[src/rtl/johnson_pkg.sv]
// Shared definitions for the Johnson-counter monitor: the eight legal 4-bit
// Johnson codes, the monitor FSM states, and the code-to-phase decode function.
package johnson_pkg;

    // Legal Johnson codes in sequence order; the index is the phase.
    localparam logic [3:0] JC_0 = 4'b0000;
    localparam logic [3:0] JC_1 = 4'b1000;
    localparam logic [3:0] JC_2 = 4'b1100;
    localparam logic [3:0] JC_3 = 4'b1110;
    localparam logic [3:0] JC_4 = 4'b1111;
    localparam logic [3:0] JC_5 = 4'b0111;
    localparam logic [3:0] JC_6 = 4'b0011;
    localparam logic [3:0] JC_7 = 4'b0001;

    // Phase at which the next legal step wraps back to phase 0.
    localparam logic [2:0] PHASE_LAST = 3'd7;

    typedef enum logic [1:0] {
        HUNT  = 2'd0,
        LOCK  = 2'd1,
        FAULT = 2'd2
    } state_t;

    typedef struct packed {
        logic       legal;
        logic [2:0] phase;
    } jc_dec_t;

    // Maps a 4-bit code to its phase; the eight non-Johnson codes are flagged illegal.
    function automatic jc_dec_t jc_to_phase(input logic [3:0] code);
        jc_dec_t d;
        // NOTE: every field gets a value before the case so combinational callers never infer a latch.
        d.legal = 1'b1;
        d.phase = 3'd0;
        case (code)
            JC_0:    d.phase = 3'd0;
            JC_1:    d.phase = 3'd1;
            JC_2:    d.phase = 3'd2;
            JC_3:    d.phase = 3'd3;
            JC_4:    d.phase = 3'd4;
            JC_5:    d.phase = 3'd5;
            JC_6:    d.phase = 3'd6;
            JC_7:    d.phase = 3'd7;
            default: d.legal = 1'b0;
        endcase
        return d;
    endfunction

endpackage

[src/rtl/johnson_decode.sv]
// Combinational Johnson code decoder: jc_in -> phase index and legal flag.
// Stateless so other blocks watching a Johnson counter can reuse it.
module johnson_decode
    import johnson_pkg::*;
(
    input  logic [3:0] jc_in,
    output logic [2:0] phase,
    output logic       legal
);

    jc_dec_t dec;

    // Decode the incoming code through the shared package function.
    always_comb begin
        dec = jc_to_phase(jc_in);
    end

    assign phase = dec.phase;
    assign legal = dec.legal;

endmodule

[src/rtl/johnson_monitor.sv]
// Johnson-counter sequence monitor. Tracks a 4-bit Johnson code stream, locks
// onto it, counts completed 8-phase cycles and flags sequence faults.
// Optional feature: define JOHNSON_MON_ERRCNT_EN to add the err_count port
// and its saturating fault counter.
module johnson_monitor
    import johnson_pkg::*;
#(
    parameter int CYC_W = 8,
    parameter int ERR_W = 8
) (
    input  logic             clk,
    input  logic             rst,
    input  logic             en,
    input  logic [3:0]       jc_in,
    input  logic             clr_err,
    output logic [2:0]       phase,
    output logic             locked,
    output logic             wrap,
    output logic [CYC_W-1:0] cycle_cnt,
    output logic             err_pulse,
    output logic             err_flag
`ifdef JOHNSON_MON_ERRCNT_EN
    ,
    output logic [ERR_W-1:0] err_count
`endif
);

    typedef logic [ERR_W-1:0] err_cnt_t;

    state_t     state;
    logic       good;        // in FAULT: last sample was legal, so the next successive code relocks
    logic [2:0] dec_phase;
    logic       dec_legal;
    logic       is_next;
    logic       is_hold;
    logic       fault_now;

    johnson_decode u_decode (
        .jc_in (jc_in),
        .phase (dec_phase),
        .legal (dec_legal)
    );

    // Classify the incoming code against the current phase.
    always_comb begin
        is_next   = dec_legal && (dec_phase == phase + 3'd1);
        is_hold   = dec_legal && (dec_phase == phase);
        fault_now = en && (state == LOCK) && !is_next && !is_hold;
    end

    // Monitor FSM with registered phase, lock, wrap, cycle and fault outputs.
    always_ff @(posedge clk or negedge rst) begin
        // NOTE: sequential state uses non-blocking assignments so every flop samples pre-edge values.
        if (!rst) begin
            state     <= HUNT;
            good      <= 1'b0;
            phase     <= 3'd0;
            locked    <= 1'b0;
            wrap      <= 1'b0;
            cycle_cnt <= '0;
            err_pulse <= 1'b0;
            err_flag  <= 1'b0;
        end else begin
            wrap      <= 1'b0;
            err_pulse <= 1'b0;
            if (en) begin
                case (state)
                    HUNT: begin
                        if (dec_legal) begin
                            state  <= LOCK;
                            locked <= 1'b1;
                            phase  <= dec_phase;
                        end
                    end
                    LOCK: begin
                        if (is_next) begin
                            phase <= dec_phase;
                            if (phase == PHASE_LAST) begin
                                wrap      <= 1'b1;
                                cycle_cnt <= cycle_cnt + CYC_W'(1);
                            end
                        end else if (!is_hold) begin
                            state     <= FAULT;
                            locked    <= 1'b0;
                            err_pulse <= 1'b1;
                            good      <= dec_legal;
                            if (dec_legal) begin
                                phase <= dec_phase;
                            end
                        end
                    end
                    FAULT: begin
                        if (!dec_legal) begin
                            good <= 1'b0;
                        end else if (good && is_next) begin
                            state  <= LOCK;
                            locked <= 1'b1;
                            phase  <= dec_phase;
                        end else begin
                            phase <= dec_phase;
                            good  <= 1'b1;
                        end
                    end
                    default: begin
                        state  <= HUNT;
                        locked <= 1'b0;
                    end
                endcase

                // A new fault wins over a simultaneous clear.
                if (fault_now) begin
                    err_flag <= 1'b1;
                end else if (clr_err) begin
                    err_flag <= 1'b0;
                end
            end
        end
    end

`ifdef JOHNSON_MON_ERRCNT_EN
    // Saturating fault counter; a fault coinciding with clr_err restarts it at one.
    always_ff @(posedge clk or negedge rst) begin
        if (!rst) begin
            err_count <= '0;
        end else if (en) begin
            if (fault_now) begin
                if (clr_err) begin
                    err_count <= err_cnt_t'(1);
                end else if (!(&err_count)) begin
                    err_count <= err_count + err_cnt_t'(1);
                end
            end else if (clr_err) begin
                err_count <= '0;
            end
        end
    end
`endif

endmodule

[config.mk]
export PLATFORM = sky130hd
export DESIGN_NAME = johnson_monitor
export DESIGN_NICKNAME = d
export VERILOG_FILES = /design/src/rtl/johnson_pkg.sv /design/src/rtl/johnson_decode.sv /design/src/rtl/johnson_monitor.sv
export SDC_FILE = /design/constraint.sdc
export NUM_CORES = 1
export LEC_CHECK = 0
export ABC_AREA = 1
export BUFFER_PORTS_ARGS = -buffer_cell sky130_fd_sc_hd__buf_2
export CAP_MARGIN = 30
export CORE_MARGIN = 2
export CORE_UTILIZATION = 57
export DETAILED_ROUTE_END_ITERATION = 10
export GPL_ROUTABILITY_DRIVEN = 0
export PLACE_DENSITY = 0.83
export SLEW_MARGIN = 25
export SYNTH_ARGS = -nofsm -noshare
export SYNTH_HDL_FRONTEND = slang
export SYNTH_SLANG_ARGS = --single-unit
[constraint.sdc]
create_clock -name clk -period 5.6 [get_ports clk]
set_clock_uncertainty 0.1 [all_clocks]
set_input_delay 0.28 -clock clk [delete_from_list [all_inputs] [get_ports clk]]
set_output_delay 0.28 -clock clk [all_outputs]
set_load 0.01 [all_outputs]
==> results.md, run 1 <==
* Die Span X at roughly 48 um
* Ys async rst share at 1.00
* Initial antenna violation count at 0
* Placeable core region at 1900 um^2
* Post-route clock period utilization at 0.358
* Drt drc at 0
* Pwr per Cell Area at between 300 and 400 nW/um^2
* Multi-input gate area at roughly 600 um^2
* Die H at about 48 um
* # setup viols final at 0
* Final Power at 0.403 mW
* Hold-fix buffers, CTS at 1
* Total gr overflow at 0
* Syn_area_per_cell at 7.92 um^2
* Area growth syn-to-layout at 17.0%
* Max Freq at between 0.4 and 0.5 GHz
* Placed insts at 190
* Placement Cell Area at roughly 1300 um^2
* Maximum vdd drop at 0.265 mV
* Seq/Total Area, Yosys at 0.403
* Post-route worst setup slack at 3.59 ns
* First-pass GRT wire length at ~3400 um
* Vias per cell at 4.89
* Max transition margin at 0.728
* Antenna-violating nets left at 0
* Synthesized cell area at ~1100 um^2
* Reg-to-reg slack, setup at 3.59 ns
* Clk buf depth at 2
* Max-slew violation count at 0
* Largest net degree at the start of global routing at 19
* Port bufs at 22
* Synth top area share at 0.403
* Final Hold Fails at 0
* Worst hold path class: in -> reg
* Initial Utilization at 0.588
* Max FO, Critical Path at 5
* Non-Filler Instances at 195
* Ys flop type: dfrtp_1
* DP Wirelength at 1670 um
* Worst-path clk slew at 0.11 ns
* Total track usage at 0.212
* Commonest cells post-synth: nand2_1, inv_1, dfrtp_1
* Num rows at 16
* Yosys reg bits at 18
* Clock latency on the worst-skew pair at 0.30 ns
* Design area at 1310 um^2
* CTS tree: done
* Root buffer cell: clkbuf_4
* Wirelength, routed at 2110 um
* Tmin final at ~2 ns
* Top cells by area, synth: dfrtp_1, nand2_1, inv_1
* Yosys top cell by area: dfrtp_1
* Place WS at 3.63 ns
* Share of cells above drive strength 1 at 0.280
* Routed via count at between 900 and 1000
* Initial DRC count at 15
* Hold_ws at 0.118 ns
* Die Area at 2330 um^2
* CTS resizes at 0
* Setup Buffers After CTS at 0
* Sequential Area at between 400 and 500 um^2
* RSZ-0062 raised after global routing: false
* Synthesized net count at 152
* Crit path DAT at 2.10 ns
* Least-Margin Pin Slew at 0.408 ns
* Ports at 23
* Yosys warns at 0
* Setup TNS at 0 ns
* Top-count cell post-synth: nand2_1
* CP required at around 5.7 ns
* Number of max-cap violations at 0
* Post-synth EDFFs at 0
* Leak pwr at roughly 0.76 nW
* Crit Path Class: reg -> reg
* Crit. End Element: flip-flop
* Outcome: completed
* Count of cell types in the netlist at 23
* Vias in the first global route at about 850
* Routed len/inst at 10.8 um
* ANT cells at 0
* CTS Buf Count at 3
* Startpoint Class: flip-flop
* Drt pass-1 iters at 4
* Clock Sinks at 18
* Syn Inst Count at 141
* Final Core Density at 0.688
* NumNets Final at 180
* CTS H-tree depth at 1
* # fillers at 153
==> power breakdown <==
part | switching (mW) | leakage [nW] | internal, mW
registers | 0.0213 | 0.241 | 0.155
clock network | 0.0422 | 0.0210 | 0.0396
logic | 0.0903 | 0.498 | 0.0548
total | 0.154 | 0.760 | 0.249
==> placed cells by master (no fill, tap or decap), types with 2 or more instances in the layout <==
cell / Yosys / final
nand2_1: 45 / 45
nor2_1: 5 / 5
inv_2: 3 / 3
nand2_4: 2 / 2
dfrtp_1: 18 / 18
nand3_2: 4 / 4
clkbuf_4: 0 / 3
nand3_1: 11 / 11
nand4_1: 5 / 5
o21ai_0: 4 / 4
xnor2_1: 4 / 4
xor2_1: 2 / 2
inv_1: 19 / 19
nand2_2: 5 / 5
ha_1: 3 / 3
buf_2: 0 / 22
nor2_4: 3 / 3
==> final cells by class <==
class,instances,area share
Clock buffer,4,0.0278
Inverter,22,0.0632
Multi-Input combinational cell,101,0.447
Sequential cell,18,0.344
Tap cell,27,0.0258
Timing Repair Buffer,23,0.0919
==> cells by family (layout without fill, tap and decap cells) <==
logic type               count (synthesis)  count (layout)  synth area share
buffers and inverters                   22              49            0.0739
adder cells (fa/ha/maj)                  3               3            0.0336
flip-flops                              18              18             0.403
XOR/XNOR                                 7               7            0.0616
AO/OA/AOI/OAI                            7               7            0.0426
AND/OR/NAND/NOR                         84              84             0.385
==> per-layer routing <==
metal | global-route usage | wire, um | vias to the layer above
li1 | - | - | 501
met1 | 0.275 | 1010 | 431
met2 | 0.353 | 1010 | 18
met3 | 0.0407 | 65 | 4
met4 | 0.0703 | 23 | 0
met5 | 0 | 0 | -
==> worst max-delay path: stages (launching register included) <==
cell	delay, ns
dfrtp_1	0.43
ha_1	0.22
ha_1	0.29
nand4_1	0.09
nand2_1	0.09
nand2_2	0.07
nor3_1	0.30
nor2_2	0.12
nand3_1	0.13
nand2_1	0.06
==> final timing paths <==
| check | cells past startpoint | endpoint | start |
|---|---|---|---|
| setup reg to reg | 9 | locked$_DFFE_PN0P_ | flip-flop |
| max in group asynchronous | 2 | cycle_cnt[3]$_DFFE_PN0P_ | rst |
| hold reg to reg | 2 | locked$_DFFE_PN0P_ | locked$_DFFE_PN0P_ |
| setup / recovery | 9 | locked$_DFFE_PN0P_ | flip-flop |
| hold / removal | 4 | err_flag$_DFFE_PN0P_ | clr_err |
| min in group asynchronous | 2 | phase[2]$_DFFE_PN0P_ | rst |
(Power assumes the default switching activity.)
==> run 2, diff against run 1 <==
- ABC_AREA: 1 -> 0
- CORE_UTILIZATION: 57 -> 54
- PLACE_DENSITY: 0.83 -> 0.78
- clock period: 5.6 -> 1.9 ns (I/O delays scaled with it)
==> run 2 against run 1 <==
  * The run now ends with setup timing left
  * Synthesized cell count is 15% lower
  * Core utilization up 10 points
  * Die area is 12% higher
  * Total power rose to 3.8 times the previous value
  * Sequential power increased to 3.0 times the previous value
  * Via count rose by 22%
  * Fmax decreased by 14%
==> results.md, run 2 <==
* Share of cells above drive strength 1 at 0.497 (+0.217)
* Hold_ws at 0.0512 ns (-0.0666 ns)
* Post-route clock period utilization at 1.23 (+0.869)
* Clk buf depth at 2 (unchanged)
* Top cells by area, synth: dfrtp_1, xnor2_1, nand2_1
* Vias per cell at 5.89 (+20%)
* Place WS at -0.349 ns (-3.97 ns)
* Drt pass-1 iters at 4 (unchanged)
* CP max stage delay at 0.44 ns (about the same)
* Proportion of synthesized area in mux cells at 0.0649 (+0.0649)
* Least-Margin Pin Slew at 0.406 ns (-0.00186 ns)
* Routed via count at 1161 (+22%)
* Worst path bufs/invs at 1 (+1)
* Max FO, Critical Path at 5 (unchanged)
* Post-synthesis adder-cell area fraction at 0.0314 (-0.00218)
* Commonest cells post-synth: dfrtp_1, nand2_1, xnor2_1
* Crit. End Element: flip-flop
* Placed insts at 179 (-5.8%)
* CTS tree: done
* RSZ-0062 raised after global routing: true
* Max Freq at 0.429 GHz (-14%)
* Synthesized net count at 131 (-14%)
* Count of cell types in the netlist at 55 (+140%)
* CTS H-tree depth at 1 (unchanged)
* Main combinational cell family by area after synthesis: simple AND/OR/NAND/NOR gates
* Port bufs at 22 (unchanged)
* CP required at 2.00 ns (-3.70 ns)
* Tmin final at 2.33 ns (+0.325 ns)
* Routed len/inst at 15.4 um (+42%)
* Top-count cell post-synth: dfrtp_1
* Area growth syn-to-layout at 42.3%
* Die H at 51.0 um (+5.7%)
* NumNets Final at 181 (+0.56%)
* Total gr overflow at 0 (unchanged)
* Syn Inst Count at 120 (-15%)
* Ys async rst share at 1.00 (unchanged)
* Ports at 23 (unchanged)
* # setup viols final at 18 (+18)
* Simple logic cell fraction of the synthesized area at 0.247 (-0.138)
* Violated checks: setup timing
* Initial antenna violation count at 0 (unchanged)
* Worst-path clk slew at 0.10 ns (about the same)
* Die Span X at 51.0 um (+5.7%)
* Drt drc at 0 (unchanged)
* Outcome: finished, violations left
* Setup TNS at -5.16 ns (-5.16 ns)
* Worst hold path class: in -> reg
* Post-route worst setup slack at -0.431 ns (-4.03 ns)
* XOR/XNOR Fraction of Synth Area at 0.0660 (+0.00438)
* CTS Buf Count at 3 (unchanged)
* Leak pwr at 0.802 nW (+5.5%)
* Critical path, cell by cell: ha_4 -> ha_4 -> or3b_4 -> a21oi_2 -> o21ai_2 -> buf_4 -> nor2_4 -> nand4_1 -> a31o_2
* Synthesized cell area at 1190 um^2 (+6.9%)
* Number of max-cap violations at 0 (unchanged)
* Final Hold Fails at 0 (unchanged)
* First-pass GRT wire length at 4690 um (+36%)
* Pwr per Cell Area at 901 nW/um^2 (+190%)
* Most frequent cells in the layout: buf_2, buf_4, dfrtp_1
* Placeable core region at 2150 um^2 (+13%)
* Seq/Total Area, Yosys at 0.377 (-0.0262)
* Largest net degree at the start of global routing at 19 (unchanged)
* Wirelength, routed at 3030 um (+44%)
* Root buffer cell: clkbuf_4
* Ys flop type: dfrtp_1
* Crit Path Class: reg -> reg
* Die Area at 2610 um^2 (+12%)
* Clock Sinks at 18 (unchanged)
* Crit path DAT at 2.43 ns (+0.33 ns)
* Stages on the worst setup path at 9 (unchanged)
* Yosys warns at 0 (unchanged)
* Worst path most repeated cell: ha_4
* Max transition margin at 0.727 (-0.00162)
* Crit-path slowest cell: dfrtp_2
* Total track usage at 0.236 (+0.0239)
* Antenna-violating nets left at 0 (unchanged)
* Non-Filler Instances at 197 (+1.0%)
* Maximum vdd drop at 0.865 mV (+230%)
* Synth Area in Compound Gates at 0.183 (+0.141)
* ANT cells at 0 (unchanged)
* Num rows at 17 (+1)
* Initial Utilization at 0.556 (-0.0313)
* Startpoint Class: flip-flop
* Max-slew violation count at 0 (unchanged)
* WHS Path Cells at 3 (-1)
* Synth top area share at 0.377 (-0.0262)
* Vias in the first global route at 1024 (+20%)
* Initial DRC count at 30 (+15)
* Delay-heaviest family, CP: simple AND/OR/NAND/NOR gates
* Yosys reg bits at 18 (unchanged)
* Worst r2r path cells at 9 (unchanged)
* Post-synth EDFFs at 0 (unchanged)
* Clock latency on the worst-skew pair at 0.30 ns (about the same)
* Yosys top cell by area: dfrtp_1
* DP Wirelength at 2010 um (+21%)
* Syn_area_per_cell at 9.96 um^2 (+26%)
## run 2: cells by family (layout without fill, tap and decap cells)
logic type,after synthesis,count (layout)
AOI/OAI and AO/OA,28,28
and+or+nand+nor,49,49
xor gates and xnor gates,9,9
buffers and inverters,7,56
muxes,6,6
DFF,18,18
adders and majority gates,3,3
## run 2: what timing repair did
item,4_1_cts,5_1_grt
pin swaps,12,10
hold buffers,2,0
setup buffers,9,4
hold endpoints to repair,19,0
gates cloned,0,0
setup endpoints to repair,18,18
resized for setup,17,11
## run 2: worst min-delay path, delay by kind of cell
kind,cells,cell delay [ns]
compound gates,1,0.10
buf+inv,1,0.15
simple gates,1,0.07
## run 2: worst paths after layout
path | startpoint | to | slack (ns)
max in group asynchronous | rst | async pin | 1.25
hold reg to reg | cycle_cnt[7]$_DFFE_PN0P_ | cycle_cnt[7]$_DFFE_PN0P_ | 0.37
min in group asynchronous | rst | state[0]$_DFFE_PN0P_ | 0.14
setup reg to reg | flip-flop | state[1]$_DFFE_PN0P_ | -0.43
setup / recovery | flip-flop | state[1]$_DFFE_PN0P_ | -0.43
hold / removal | en | err_flag$_DFFE_PN0P_ | 0.05
## run 2: through the flow
| stage | util | area (um^2) | power, mW |
|---|---|---|---|
| final | 0.791 | 1700 | 1.53 |
| after floorplan | - | 1230 | 0.901 |
| after detailed placement | 0.677 | 1460 | 1.12 |
| after global routing | 0.791 | 1700 | 1.63 |
| after global placement | 0.677 | 1460 | 1.10 |
| after CTS | 0.757 | 1630 | 1.48 |
## run 2: final cells by class
class / instances / area [um^2]
multi-input cells: 95 / 821
inverters: 1 / 3.75
fillers: 135 / 448
repair buffers: 51 / 352
flip-flops and latches: 18 / 453
clock buffers: 4 / 36.3
well taps: 28 / 35.0
## run 2: power breakdown
group / internal [mW] / total (mW) / switching, mW
sequential: 0.456 / 0.534 / 0.0782
combinational: 0.417 / 0.760 / 0.343
clock: 0.117 / 0.237 / 0.120
## run 2: routing by layer
| metal | up-vias | wire (um) | global-route usage |
|---|---|---|---|
| met3 | 10 | 131 | 0.0409 |
| met5 | - | 0 | 0 |
| met1 | 563 | 1330 | 0.322 |
| met4 | 0 | 84 | 0.0856 |
| met2 | 35 | 1480 | 0.377 |
| li1 | 553 | - | - |
==> run 3, diff against run 2 <==
- clock period: 1.9 -> 2.6 ns (I/O delays scaled with it)
==> run 3 against run 2 <==
  * The run now ends clean
  * Clock-buffer cell count stayed put
  * Register-to-register slack gained 0.60 ns
  * Highest routed layer unchanged
  * Via count decreased by 11%
  * Combinational power shrank 54%
  * Fmax shrank 4.2%
  * Cell area is 19% lower
  * Core utilization decreased by 15 points
  * Largest power group is now sequential cells
==> results.md, run 3 (synthesized netlist as in run 2, its figures left out) <==
* Worst path most repeated cell: ha_1
* Routed len/inst at 13.8 um (-10%)
* Die H at 51.0 um (unchanged)
* Clock Sinks at 18 (unchanged)
* Vias per cell at 5.97 (+1.2%)
* Delay-heaviest family, CP: simple AND/OR/NAND/NOR gates
* Clock power frac at 0.191 (+0.036)
* Die Span X at 51.0 um (unchanged)
* Clock latency on the worst-skew pair at 0.30 ns (about the same)
* Area growth syn-to-layout at 15.8%
* Drt drc at 0 (unchanged)
* CTS H-tree depth at 1 (unchanged)
* CTS tree: done
* Gr busiest metal: met2
* Crit Path Class: reg -> reg
* Total track usage at 0.210 (-0.0262)
* CTS resizes at 0 (-17)
* Setup TNS at 0 ns (+5.16 ns)
* Pwr per Cell Area at 660 nW/um^2 (-27%)
* # fillers at 191 (+41%)
* # setup viols final at 0 (-18)
* Worst-path clk slew at 0.11 ns (about the same)
* Combinational share of power at 0.383 (-0.113)
* NumNets Final at 157 (-13%)
* Crit path DAT at 2.52 ns (+0.09 ns)
* Max FO, Critical Path at 7 (+2)
* Initial antenna violation count at 0 (unchanged)
* RSZ-0062 raised after global routing: false
* CP required at 2.69 ns (+0.69 ns)
* Num rows at 17 (unchanged)
* Crit. End Element: flip-flop
* Least-Margin Pin Slew at 0.395 ns (-0.0108 ns)
* Tmin final at 2.43 ns (+0.101 ns)
* Max-slew violation count at 0 (unchanged)
* Stages on the worst setup path at 8 (-1)
* Number of max-cap violations at 0 (unchanged)
* Total gr overflow at 0 (unchanged)
* Clk buf depth at 2 (unchanged)
* Wirelength, routed at 2380 um (-21%)
* Initial Utilization at 0.556 (unchanged)
* Grt met2 use at 0.348 (-0.0281)
* Leak pwr at 0.649 nW (-19%)
* Share of cells above drive strength 1 at 0.290 (-0.207)
* Sequential power share at 0.426 (+0.077)
* Global-route met1 utilization at 0.268 (-0.0539)
* Cell Int Power at 0.578 mW (-42%)
* Commonest non-fill, non-tap cell in the layout: buf_2
* Max Freq at 0.411 GHz (-4.2%)
* Final Hold Fails at 0 (unchanged)
* Drt pass-1 iters at 5 (+1)
* Met3 Use GR at 0.0351 (-0.00585)
* Port bufs at 22 (unchanged)
* Largest net degree at the start of global routing at 19 (unchanged)
* WHS Path Cells at 3 (unchanged)
* Worst hold path class: in -> reg
* Net Sw Power at 0.334 mW (-38%)
* Worst r2r path cells at 8 (-1)
* Final Core Density at 0.644 (-0.147)
* Maximum vdd drop at 0.419 mV (-52%)
* Critical path, cell by cell: ha_1 -> ha_1 -> or3b_1 -> a21oi_1 -> o21ai_2 -> nor2_2 -> nand4_1 -> a31o_2
* Root buffer cell: clkbuf_4
* Crit-path slowest cell: dfrtp_1
* Routed via count at 1032 (-11%)
* DP Wirelength at 1770 um (-12%)
* Worst path bufs/invs at 0 (-1)
* Post-route clock period utilization at 0.936 (-0.291)
* ANT cells at 0 (unchanged)
* HP Start: clr_err
* Die Area at 2610 um^2 (unchanged)
* Placeable core region at 2150 um^2 (unchanged)
* Antenna-violating nets left at 0 (unchanged)
* Max transition margin at 0.737 (+0.0101)
* Most frequent cells in the layout: buf_2, dfrtp_1, nand2_1
* RR Endpoint: state[1]$_DFFE_PN0P_
* Hold Path End: err_flag$_DFFE_PN0P_
* Initial DRC count at 18 (-40%)
* First-pass GRT wire length at 4150 um (-12%)
* CP max stage delay at 0.40 ns (-0.04 ns)
* Outcome: completed
* Startpoint Class: flip-flop
* Sw Ratio at 0.366 (+0.0129)
* Ports at 23 (unchanged)
* Reg-to-reg slack, setup at 0.17 ns (+0.60 ns)
* Vias in the first global route at 971 (-5.2%)
* CTS Buf Count at 3 (unchanged)
## run 3: cell types whose count changed in the layout (fill, tap and decap cells not counted), sizes merged
cell,delta
dlygate4sd3,-1
buf,-23
## run 3: per-stage QoR
| stage | setup WS (ns) | cell area, um^2 | total power [mW] | std cells | hold WS, ns |
|---|---|---|---|---|---|
| floorplan | 0.0603 | 1190 | 0.636 | 120 | -0.266 |
| global placement | 0.153 | 1320 | 0.727 | 166 | -0.0278 |
| detailed placement | 0.0938 | 1320 | 0.742 | 166 | -0.0216 |
| CTS | 0.0694 | 1370 | 0.914 | 171 | 0.0233 |
| global route | 0.0120 | 1380 | 0.982 | 173 | 0.0111 |
| finish | 0.168 | 1380 | 0.913 | 173 | 0.0215 |
## run 3: worst register-to-register path, cell delays in order, from the launching register on
cell,delay (ns)
dfrtp_1,0.40
ha_1,0.20
ha_1,0.34
or3b_1,0.37
a21oi_1,0.18
o21ai_2,0.10
nor2_2,0.24
nand4_1,0.14
a31o_2,0.26
## run 3: worst max-delay path by stage
stage	start	endpoint	slack, ns
5_1_grt	flip-flop	state[1]$_DFFE_PN0P_	0.01
2_1_floorplan	flip-flop	cycle_cnt[1]$_DFFE_PN0P_	0.06
6_report	flip-flop	state[1]$_DFFE_PN0P_	0.17
4_1_cts	flip-flop	cycle_cnt[1]$_DFFE_PN0P_	0.07
3_3_place_gp	flip-flop	cycle_cnt[1]$_DFFE_PN0P_	0.15
3_5_place_dp	flip-flop	cycle_cnt[1]$_DFFE_PN0P_	0.09
## run 3: layout make-up
| cell class | count | area, um^2 | share of cell area |
|---|---|---|---|
| Timing Repair Buffer | 27 | 150 | 0.108 |
| Clock buffer | 4 | 36.3 | 0.0262 |
| Tap cell | 28 | 35.0 | 0.0253 |
| Inverter | 1 | 3.75 | 0.00271 |
| Multi-Input combinational cell | 95 | 708 | 0.512 |
| Sequential cell | 18 | 450 | 0.325 |
## run 3: routing by layer
layer  vias up  part of all wire
met1       498              0.46
li1        508                 -
met3         5             0.029
met2        21              0.49
met5         -                 0
met4         0             0.018
## run 3: power by group through the flow
stage	clock network [mW]	logic (mW)	registers (mW)
floorplan	0	0.238	0.398
global placement	0	0.334	0.392
detailed placement	0	0.347	0.395
global route	0.191	0.393	0.398
finish	0.174	0.350	0.389
CTS	0.175	0.351	0.389
## run 3: repair_timing
action                                  CTS  global route
endpoints found under the hold margin    18             0
hold buffers                              1             0
endpoints found under the setup margin    0             6
buffers inserted                          0             2
